[config.mk]
export PLATFORM = sky130hd
export DESIGN_NAME = perf_counter_bank_flat
export DESIGN_NICKNAME = d
export VERILOG_FILES = /design/src/rtl/perf_pkg.sv /design/src/rtl/perf_counter_bank_if.sv /design/src/rtl/perf_counter.sv /design/src/rtl/perf_counter_bank.sv /design/src/flat_wrapper.sv
export SDC_FILE = /design/constraint.sdc
export NUM_CORES = 1
export LEC_CHECK = 0
export ABC_AREA = 1
export CORE_MARGIN = 2
export CORE_UTILIZATION = 41
export DETAILED_ROUTE_END_ITERATION = 8
export SYNTH_ARGS = -nofsm -noshare
export SYNTH_HDL_FRONTEND = slang
export SYNTH_SLANG_ARGS = --single-unit
[constraint.sdc]
create_clock -name clk -period 4.3 [get_ports clk]
set_clock_uncertainty 0.05 [all_clocks]
set_input_delay 1.075 -clock clk [delete_from_list [all_inputs] [get_ports clk]]
set_output_delay 1.075 -clock clk [all_outputs]
set_load 0.05 [all_outputs]
[src/rtl/perf_pkg.sv]
// Shared register map and helpers for the performance counter bank.
// Imported by the bank top and its channel sub-module.
package perf_pkg;

  localparam logic [5:0] REG_INHIBIT = 6'h00;
  localparam logic [5:0] REG_OVF     = 6'h01;
  localparam logic [5:0] REG_IRQ_EN  = 6'h02;
  localparam logic [5:0] CNT_BASE    = 6'h08;
  localparam int         CNT_STRIDE  = 4;

  localparam logic [1:0] CNT_LO  = 2'd0;
  localparam logic [1:0] CNT_HI  = 2'd1;
  localparam logic [1:0] CNT_SEL = 2'd2;

  function automatic int clog2(input int v);
    int r;
    r = 0;
    for (int k = 0; k < 32; k++)
      if ((1 << r) < v) r++;
    return r;
  endfunction

endpackage

[src/rtl/perf_counter_bank_if.sv]
// Peripheral bus port of the counter bank.
// Single-cycle access strobe, read data one cycle later.
interface perf_counter_bank_if;

  logic        bus_en;
  logic        bus_we;
  logic [5:0]  bus_adr;
  logic [31:0] bus_wdata;
  logic [31:0] bus_rdata;

  modport master (
    output bus_en,
    output bus_we,
    output bus_adr,
    output bus_wdata,
    input  bus_rdata
  );

  modport slave (
    input  bus_en,
    input  bus_we,
    input  bus_adr,
    input  bus_wdata,
    output bus_rdata
  );

endinterface

[src/rtl/perf_counter.sv]
// One counter channel: increment, LO/HI load, wrap detect.
// A bus write in the same cycle beats the increment and hides the wrap.
module perf_counter #(
  parameter int WIDTH = 64
) (
  input  logic             clk,
  input  logic             n_reset,
  input  logic             inc,
  input  logic             wr_lo,
  input  logic             wr_hi,
  input  logic [31:0]      wdata,
  output logic [WIDTH-1:0] cnt,
  output logic             wrap
);

  assign wrap = inc && !wr_lo && !wr_hi && (&cnt);

  always_ff @(posedge clk) begin
    if (!n_reset) begin
      cnt <= '0;
    end else if (wr_lo) begin
      cnt[31:0] <= wdata;
    end else if (wr_hi) begin
      cnt[WIDTH-1:32] <= wdata[WIDTH-33:0];
    end else if (inc) begin
      cnt <= cnt + WIDTH'(1);
    end
  end

endmodule

[src/rtl/perf_counter_bank.sv]
// Bank of event counters with shared HI snapshot and overflow IRQ.
// LO reads latch the upper half so a following HI read is torn-free.
module perf_counter_bank
  import perf_pkg::*;
#(
  parameter int N_CNT = 4,
  parameter int WIDTH = 64,
  parameter int N_EV  = 8,
  parameter int SEL_W = 3
) (
  input  logic                clk,
  input  logic                n_reset,
  input  logic [N_EV-1:0]     ev,
  perf_counter_bank_if.slave  bus,
  output logic                irq_ovf
);

  localparam int HW = WIDTH - 32;

  logic [N_CNT-1:0] inhibit;
  logic [N_CNT-1:0] ovf;
  logic [N_CNT-1:0] irq_en;
  logic [N_CNT-1:0] ovf_clr;
  logic [N_CNT-1:0] ev_hit;
  logic [N_CNT-1:0] inc;
  logic [N_CNT-1:0] wr_lo;
  logic [N_CNT-1:0] wr_hi;
  logic [N_CNT-1:0] wr_sel;
  logic [N_CNT-1:0] wrap;

  logic [SEL_W-1:0] sel [N_CNT];
  logic [WIDTH-1:0] cnt [N_CNT];

  logic [HW-1:0]    snap;
  logic [31:0]      snap_x;
  logic [31:0]      rdata_nxt;
  logic [WIDTH-1:0] cur;
  logic [SEL_W-1:0] cur_sel;
  logic [5:0]       rel;
  logic [3:0]       cidx;
  logic [1:0]       off;
  logic             wr;
  logic             rd;
  logic             cnt_hit;

  assign wr   = bus.bus_en && bus.bus_we;
  assign rd   = bus.bus_en && !bus.bus_we;
  assign rel  = bus.bus_adr - CNT_BASE;
  assign cidx = rel[5:2];
  assign off  = rel[1:0];

  assign cnt_hit = (bus.bus_adr >= CNT_BASE)
                && (32'(cidx) < N_CNT);

  assign ovf_clr = (wr && bus.bus_adr == REG_OVF)
                 ? bus.bus_wdata[N_CNT-1:0] : '0;

  // Out-of-range SEL values match no event and never count
  always_comb begin
    ev_hit = '0;
    inc    = '0;
    wr_lo  = '0;
    wr_hi  = '0;
    wr_sel = '0;
    for (int i = 0; i < N_CNT; i++) begin
      for (int j = 0; j < N_EV; j++)
        if (sel[i] == SEL_W'(j)) ev_hit[i] = ev[j];
      inc[i]    = ev_hit[i] && !inhibit[i];
      wr_lo[i]  = wr && cnt_hit && cidx == 4'(i) && off == CNT_LO;
      wr_hi[i]  = wr && cnt_hit && cidx == 4'(i) && off == CNT_HI;
      wr_sel[i] = wr && cnt_hit && cidx == 4'(i) && off == CNT_SEL;
    end
  end

  always_comb begin
    cur     = '0;
    cur_sel = '0;
    for (int i = 0; i < N_CNT; i++)
      if (cidx == 4'(i)) begin
        cur     = cnt[i];
        cur_sel = sel[i];
      end
  end

  always_comb begin
    snap_x         = '0;
    snap_x[HW-1:0] = snap;
  end

  always_comb begin
    rdata_nxt = '0;
    unique case (1'b1)
      bus.bus_adr == REG_INHIBIT:  rdata_nxt[N_CNT-1:0] = inhibit;
      bus.bus_adr == REG_OVF:      rdata_nxt[N_CNT-1:0] = ovf;
      bus.bus_adr == REG_IRQ_EN:   rdata_nxt[N_CNT-1:0] = irq_en;
      cnt_hit && off == CNT_LO:    rdata_nxt = cur[31:0];
      cnt_hit && off == CNT_HI:    rdata_nxt = snap_x;
      cnt_hit && off == CNT_SEL:   rdata_nxt[SEL_W-1:0] = cur_sel;
      default:                     rdata_nxt = '0;
    endcase
  end

  for (genvar g = 0; g < N_CNT; g++) begin : g_cnt
    perf_counter #(
      .WIDTH (WIDTH)
    ) u_cnt (
      .clk     (clk),
      .n_reset (n_reset),
      .inc     (inc[g]),
      .wr_lo   (wr_lo[g]),
      .wr_hi   (wr_hi[g]),
      .wdata   (bus.bus_wdata),
      .cnt     (cnt[g]),
      .wrap    (wrap[g])
    );
  end

  always_ff @(posedge clk) begin
    if (!n_reset) begin
      inhibit       <= '0;
      ovf           <= '0;
      irq_en        <= '0;
      snap          <= '0;
      bus.bus_rdata <= '0;
      irq_ovf       <= 1'b0;
      for (int i = 0; i < N_CNT; i++)
        sel[i] <= (i < N_EV) ? SEL_W'(i) : '0;
    end else begin
      irq_ovf <= |(ovf & irq_en);
      // A fresh wrap outranks a W1C clear of the same bit
      ovf     <= (ovf & ~ovf_clr) | wrap;
      if (wr && bus.bus_adr == REG_INHIBIT)
        inhibit <= bus.bus_wdata[N_CNT-1:0];
      if (wr && bus.bus_adr == REG_IRQ_EN)
        irq_en <= bus.bus_wdata[N_CNT-1:0];
      for (int i = 0; i < N_CNT; i++)
        if (wr_sel[i]) sel[i] <= bus.bus_wdata[SEL_W-1:0];
      if (rd) begin
        bus.bus_rdata <= rdata_nxt;
        if (cnt_hit && off == CNT_LO)
          snap <= cur[WIDTH-1:32];
      end
    end
  end

endmodule

[src/flat_wrapper.sv]
// flat-port wrapper written by rule: the top's interface ports become plain ports
module perf_counter_bank_flat import perf_pkg::*;
#(
  parameter int N_CNT = 4,
  parameter int WIDTH = 64,
  parameter int N_EV  = 8,
  parameter int SEL_W = 3
)
  (clk, n_reset, ev, irq_ovf, bus_bus_en, bus_bus_we, bus_bus_adr, bus_bus_wdata, bus_bus_rdata);
  perf_counter_bank_if bus_i ();
  input  logic clk;
  input  logic n_reset;
  input  logic [N_EV-1:0] ev;
  output logic irq_ovf;
  input wire logic [$bits(bus_i.bus_en)-1:0] bus_bus_en;
  input wire logic [$bits(bus_i.bus_we)-1:0] bus_bus_we;
  input wire logic [$bits(bus_i.bus_adr)-1:0] bus_bus_adr;
  input wire logic [$bits(bus_i.bus_wdata)-1:0] bus_bus_wdata;
  output wire logic [$bits(bus_i.bus_rdata)-1:0] bus_bus_rdata;
  assign bus_i.bus_en = bus_bus_en;
  assign bus_i.bus_we = bus_bus_we;
  assign bus_i.bus_adr = bus_bus_adr;
  assign bus_i.bus_wdata = bus_bus_wdata;
  assign bus_bus_rdata = bus_i.bus_rdata;
  perf_counter_bank #(.N_CNT(N_CNT), .WIDTH(WIDTH), .N_EV(N_EV), .SEL_W(SEL_W)) u_core (.clk(clk), .n_reset(n_reset), .ev(ev), .bus(bus_i), .irq_ovf(irq_ovf));
endmodule
==> results of run 1 <==
## routing by layer
layer	up-vias	share of wire, %
li1	14821	-
met1	14643	40
met2	1992	41
met3	422	12
met4	4	7.6
met5	-	0.019
## cells by family (layout without fill, tap and decap cells)
| group | after synthesis | count (layout) |
|---|---|---|
| adders and majority gates | 6 | 6 |
| xor gates and xnor gates | 91 | 91 |
| AOI/OAI and AO/OA | 805 | 805 |
| buffers and inverters | 602 | 671 |
| and+or+nand+nor | 2726 | 2726 |
| other | 0 | 3 |
| DFF | 345 | 345 |
## per-stage QoR
stage	instance area, µm²	setup slack (ns)	total power (µW)
after floorplan	25600	1.45	4480
after global placement	27600	0.303	5270
after detailed placement	27600	0.239	5270
after CTS	29000	0.855	9040
after global routing	29000	0.568	9330
final	29000	0.777	9120
## power groups by stage
stage	Sequential, µW	Combinational [µW]	Clock [µW]
floorplan	3650	828	0
global placement	3800	1480	0
detailed placement	3790	1480	0
CTS	3720	1490	3820
global route	3740	1630	3950
finish	3750	1540	3830
## registers in the layout, summed over array words and instances (netlist names)
| signal | cells |
|---|---|
| u_core.bus.bus_rdata | 32 |
| u_core.g_cnt.u_cnt.cnt | 256 |
| u_core.inhibit | 4 |
| u_core.irq_en | 4 |
| u_core.irq_ovf | 1 |
| u_core.ovf | 4 |
| u_core.sel | 12 |
| u_core.snap | 32 |
## critical path, delay by kind of cell
family	cells	cell delay, ns
buffers and inverters	5	1.16
AO/OA/AOI/OAI	2	0.62
adder cells (fa/ha/maj)	1	0.23
AND/OR/NAND/NOR	3	0.82
## area by class of cell
class / count / area [µm²] / area share [%]
multi-input cells: 3628 / 16200 / 55.8
flip-flops and latches: 345 / 7030 / 24.2
repair buffers: 176 / 1770 / 6.08
inverters: 416 / 1560 / 5.39
clock buffers: 68 / 1300 / 4.49
well taps: 837 / 1050 / 3.61
clock inverters: 11 / 119 / 0.410
diodes: 3 / 7.51 / 0.0259
## worst max path at each step
stage	from	to	depth (start not counted)	slack [ns]
floorplan	bus_bus_adr[3]	u_core.g_cnt[0].u_cnt.cnt[41]$_SDFFE_PN0P_	13	1.45
global placement	bus_bus_adr[3]	u_core.snap[2]$_SDFFE_PN0P_	11	0.30
detailed placement	bus_bus_adr[3]	u_core.snap[2]$_SDFFE_PN0P_	11	0.24
CTS	bus_bus_adr[3]	u_core.snap[2]$_SDFFE_PN0P_	11	0.85
global route	bus_bus_adr[3]	u_core.g_cnt[3].u_cnt.cnt[31]$_SDFFE_PN0P_	14	0.57
finish	bus_bus_adr[3]	u_core.snap[2]$_SDFFE_PN0P_	11	0.78
## synthesized netlist by cell type
master and n:
inv_2 12, nand3_1 339, nor2_1 862, nand3_2 1, o21bai_1 1, nor3b_1 4
and3_1 1, o221ai_1 20, nand4_4 1, xor2_1 56, nor3_1 33, o2111ai_1 1
ha_1 6, clkinv_1 2, inv_1 402, buf_1 17, and2_1 8, o21ai_2 1
clkbuf_1 98, nor2_4 3, clkbuf_2 1, o211ai_1 11, buf_2 54, o21ai_0 320
xnor2_1 35, nand4_1 75, and2_0 1, buf_6 2, a31oi_1 5, nor4_1 3
nand4_2 2, nor2_8 1, nand3b_1 7, o21ai_1 7, or2_2 5, nor2_2 6
buf_4 14, nand2_1 1374, a221oi_1 2, edfxtp_1 12, a21oi_1 406, o22ai_1 30
a41oi_1 1, dfxtp_1 333
==> results.md, run 1 <==
* CTS tree: done
* Total gr overflow at 0
* Synth Area per Inst at roughly 5.6 µm²
* Post-Synth Simple-Gate Area at a little over two fifths
* Peak supply drop at approximately 0.00024 V
* Yosys top cell area share at a little over a quarter
* Buffers added on ports at 82
* Fraction of layout cells with a size suffix above 1 at between 4 and 5%
* DP HPWL at between 100000 and 150000 µm
* Die Span Y at 254 µm
* Placer Congestion at between 1 and 1.5
* Non-Filler Instances at about 5500
* Most frequent CP cell: inv_1
* Main combinational cell family by area after synthesis: simple AND/OR/NAND/NOR gates
* Sequential fraction of design power at 41.2%
* Clk pwr share at between 40% and 50%
* Met1 Use GR at about 57%
* Hold EP: u_core.bus.bus_rdata[0]$_SDFFE_PN0P_
* CTS Hold Bufs at 0
* Status: finished clean
* Tightest hold margin at slightly above 0.4 ns
* Power per cell area at between 300 and 400 mW/mm²
* Slew headroom at between 20% and 30%
* Startpoint Class: primary input
* WHS Path Cells at 2
* Core ar. at just over 0.06 mm²
* Cell Int Power at around 6000 µW
* Worst Hold Launch: u_core.bus.bus_rdata[0]$_SDFFE_PN0P_
* I/O pin count at 83
* Req. time, crit path at about 4.7 ns
* Max_cap viols at 0
* Hold Path Class: register to register
* DR iter-0 viols at 4364
* Logic pwr share at 16.9%
* Clk root buf: clkbuf_16
* CP max stage cell: clkdlybuf4s50_1
* Reg2Reg Setup Slack at 1.21 ns
* Chip width at ~250 µm
* Clk_lat worst skew at between 0.6 and 0.7 ns
* Vias at 31882
* Met3 Track Usage GR at 10.9%
* FP Rows at between 90 and 100
* Max Clk Rate at 0.284 GHz
* Commonest non-fill, non-tap cell in the layout: nand2_1
* Placed Instances at ~5400
* Setup tns final at 0 ns
* First-pass iteration count of the detailed router at 7
* Reg-to-Reg End: u_core.ovf[3]$_SDFF_PN0_
* Residual DRC count at 0
* Mapped cell area at about 0.026 mm²
* Final ANT Viol Nets at 0
* Tot GR Track Use at about 44%
* CTS max path bufs at 3
* Leak at 0.0108 µW
* Initial antenna violation count at 8
* Final hold violations at 0
* CP max stage delay at approximately 0.54 ns
* Vias in the first global route at around 29000
* Yosys warns at 0
* Synth cell types at 44
* Global Route met2 Usage at between 60% and 70%
* Fin nets at around 4700
* Top post-synthesis cells by area: dfxtp_1 (26%), nand2_1 (20%), nor2_1 (13%)
* CTS sink count at about 350
* Switching share of power at roughly a third
* Sequential fraction of the synthesis area at ~27%
* Initial core utilization at 41.4%
* RR Startpoint: u_core.g_cnt[3].u_cnt.cnt[0]$_SDFFE_PN0P_
* Post-route minimum period at around 3.5 ns
* CP endpoint kind: register
* Number of CTS-inserted buffers at 44
* FILL cells at between 6000 and 7000
* CTS HTree Levels at 2
* Most used routing layer in global routing: met2
* Die area at 0.0644 mm²
* Worst Path Arrival at between 3 and 4 ns
* Switch Pwr at ~3100 µW
* Area Overhead vs Synth at 13.6%
* Resize count post-CTS at 0
* Post-synthesis mux area share at 0%
* Global-route wire length before repair at 202000 µm
* Post-Syn Nets at 4631
* DR vias/cell at ~5.8
* Final Cycle Share at between 80% and 90%
* Cell accounting for the most synthesized area: dfxtp_1
* RSZ-0062 raised after global routing: false
* Compound-Gate Fraction of Synth Area at between 15 and 20%
* Crit path kind: primary input to register
* Worst Path Max Fanout at 22
* Final wirelength at ~150000 µm
* Post-synthesis adder-cell area fraction at less than 1%
* Worst-Margin Slew at about 1.2 ns
* Reg2Reg Depth at 10
* Final slew viol count at 0
* Largest net degree at the start of global routing at around 120
* Commonest non-fill, non-tap cells in the layout: nand2_1 (1370), nor2_1 (856), a21oi_1 (404)
* Postcts setup bufs at 0
* Xor/xnor cell area share of the yosys netlist at 3.12%
* Final Util at about 47%
* Syn Inst Count at 4575
* DR WL/cell at approximately 26 µm
* Synth Register Bits at 345
* Reg clk slew, reported paths at around 0.060 ns
* Setup violators final at 0
* CP Cell Sequence: clkdlybuf4s50_1 -> inv_1 -> ha_1 -> nor2_1 -> nor2_4 -> buf_4 -> nand2_2 -> buf_12 -> inv_1 -> a221oi_1 -> a21oi_1
Power figures use the tool's default switching activity.
==> run 2, diff against run 1 <==
==> constraint.sdc (replaced) <==
create_clock -name clk -period 2.9 [get_ports clk]
set_clock_uncertainty 0.05 [all_clocks]
set_input_delay 0.725 -clock clk [delete_from_list [all_inputs] [get_ports clk]]
set_output_delay 0.725 -clock clk [all_outputs]
set_load 0.05 [all_outputs]
==> run 2 against run 1 <==
Utilization up 3.7 points. Register-to-register slack worse by 0.82 ns. Worst hold slack worse by 0.0081 ns. Design area up 7.8%. Largest cell class unchanged. Count of clock-buffer cells in the layout down 5. Combinational power up 66%. Critical endpoint is now u_core.snap[19]$_SDFFE_PN0P_. Flip-flop and latch count unchanged. Via count up 2.7%.
==> results.md, run 2 (synthesized netlist as in run 1, its figures left out) <==
* CP max stage cell: clkdlybuf4s50_1
* Cell Int Power at 9300 µW (+54%)
* Sequential fraction of design power at 39.7% (-1.5 points)
* Buffers added on ports at 82 (unchanged)
* Core ar. at 0.0617 mm² (unchanged)
* Startpoint Class: primary input
* DR iter-0 viols at 4645 (+6.4%)
* Hold Path Class: primary input to register
* Max_cap viols at 0 (unchanged)
* Worst Path Arrival at 3.21 ns (-0.73 ns)
* Final Cycle Share at around 96%
* Req. time, crit path at 3.33 ns (-1.38 ns)
* Global-route wire length before repair at 200000 µm (-1.1%)
* WHS Path Cells at 3 (+1)
* CTS max path bufs at 3 (unchanged)
* CP Cell Sequence: clkdlybuf4s50_1 -> inv_1 -> ha_1 -> nand2_1 -> nor2_4 -> buf_4 -> nand3_1 -> nor2_2 -> inv_1 -> buf_12 -> a21oi_1 -> buf_4 -> a21oi_1
* CTS Hold Bufs at 0 (unchanged)
* Fin nets at 4905 (+5.1%)
* Largest register by flop count: u_core.g_cnt.u_cnt.cnt
* Clk root buf: clkbuf_16
* Power per cell area at 445 mW/mm² (+42%)
* Setup tns final at 0 ns (unchanged)
* Final Util at 50.7% (+3.7 points)
* Vias in the first global route at 28625 (+0.21%)
* CTS sink count at 345 (unchanged)
* First-pass iteration count of the detailed router at 6 (-1)
* Postcts setup bufs at 0 (unchanged)
* FP Rows at 91 (unchanged)
* Max Clk Rate at 0.360 GHz
* Switching share of power at 33.2% (-0.65 points)
* Resize count post-CTS at 0 (unchanged)
* Chip width at 254 µm (unchanged)
* Tot GR Track Use at 43.4% (-0.69 points)
* Final ANT Viol Nets at 0 (unchanged)
* Total gr overflow at 0 (unchanged)
* CTS HTree Levels at 2 (unchanged)
* Initial core utilization at 41.4% (unchanged)
* Status: finished clean
* Vias at 32740 (+2.7%)
* CTS tree: done
* Die Span Y at 254 µm (unchanged)
* Die area at 0.0644 mm² (unchanged)
* Peak supply drop at 0.000420 V (+72%)
* CP endpoint kind: register
* DR WL/cell at 25.1 µm (-5.1%)
* Placer Congestion at 1.06 (-0.58%)
* I/O pin count at 83 (unchanged)
* Worst-Margin Slew at 0.718 ns (-0.473 ns)
* Post-route minimum period at about 2.8 ns
* Fraction of layout cells with a size suffix above 1 at 9.14% (+4.7 points)
* Largest delay contributor family on the critical path: buffers and inverters
* Clk_lat worst skew at 0.61 ns (about the same)
* Commonest non-fill, non-tap cell in the layout: nand2_1
* CP max stage delay at 0.53 ns (about the same)
* DR vias/cell at 5.72 (-1.6%)
* Leak at 0.0121 µW (+13%)
* Stages on worst setup path at 13 (+2)
* Final hold violations at 0 (unchanged)
* Worst path bufs/invs at 6 (+1)
* DP HPWL at 114000 µm (+1.2%)
* Commonest non-fill, non-tap cells in the layout: nand2_1 (1370), nor2_1 (856), a21oi_1 (404)
* Setup violators final at 0 (unchanged)
* Tightest hold margin at 0.408 ns (-0.00814 ns)
* Crit path kind: primary input to register
* RSZ-0062 raised after global routing: false
* Largest net degree at the start of global routing at 152 (+25%)
* Reg2Reg Setup Slack at 0.39 ns (-0.82 ns)
* Final slew viol count at 0 (unchanged)
* Switch Pwr at 4620 µW (+50%)
* Area Overhead vs Synth at 22.4%
* Worst Path Max Fanout at 32 (+45%)
* Final wirelength at 144000 µm (-0.98%)
* Initial antenna violation count at 8 (unchanged)
* Largest registers: u_core.g_cnt.u_cnt.cnt x256, u_core.bus.bus_rdata x32, u_core.snap x32
* Residual DRC count at 0 (unchanged)
* Clk pwr share at 41.9% (about the same)
* Max FFs per register at 256 (unchanged)
* Number of CTS-inserted buffers at 46 (+4.5%)
* Reg2Reg Depth at 11 (+1)
* Slew headroom at 52.1% (+32 points)
* Reg clk slew, reported paths at 0.06 ns (about the same)
* Logic pwr share at 18.4% (+1.5 points)
[run 2: power by group through the flow]
stage | sequential, µW | combinational, µW | clock (µW)
2_1_floorplan | 5410 | 1230 | 0
3_3_place_gp | 5580 | 2460 | 0
4_1_cts | 5480 | 2470 | 5830
5_1_grt | 5510 | 2700 | 6000
6_report | 5520 | 2560 | 5840
3_5_place_dp | 5580 | 2460 | 0
[run 2: worst min-delay path, stage by stage]
cell and delay (ns):
buf_6 0.16, nand2_1 0.08, a21oi_1 0.03
[run 2: final cells by class]
class                           count  area, µm²
Fill cell                        6734      30400
Multi-Input combinational cell   3628      16200
Sequential cell                   345       7030
Timing Repair Buffer              412       3950
Inverter                          416       1570
Clock buffer                       63       1310
Tap cell                          837       1050
Clock inverter                     18        169
Antenna cell                        5       12.5
[run 2: through the flow]
step / power (µW) / setup slack (ns) / cell area, µm² / std cells
6_report: 13900 / 0.120 / 31300 / 5724
4_1_cts: 13800 / 0.118 / 31300 / 5719
3_5_place_dp: 8040 / -0.491 / 29800 / 5638
3_3_place_gp: 8040 / -0.498 / 29800 / 5638
5_1_grt: 14200 / 0.00868 / 31300 / 5719
2_1_floorplan: 6640 / 0.399 / 25600 / 4575
[run 2: final timing paths]
| path | from | to |
|---|---|---|
| min reg2reg | u_core.bus.bus_rdata[1]$_SDFFE_PN0P_ | u_core.bus.bus_rdata[1]$_SDFFE_PN0P_ |
| max reg2reg | u_core.g_cnt[3].u_cnt.cnt[6]$_SDFFE_PN0P_ | u_core.g_cnt[3].u_cnt.cnt[43]$_SDFFE_PN0P_ |
| min | n_reset | u_core.g_cnt[2].u_cnt.cnt[14]$_SDFFE_PN0P_ |
| max | bus_bus_adr[4] | u_core.snap[19]$_SDFFE_PN0P_ |
[run 2: layer usage]
layer / track usage [%] / vias to the layer above / part of all wire [%]
li1: - / 15315 / -
met1: 58.4 / 15050 / 40
met2: 62.1 / 1982 / 40
met3: 10.3 / 393 / 12
met4: 26.8 / 0 / 7.2
met5: 0 / - / 0
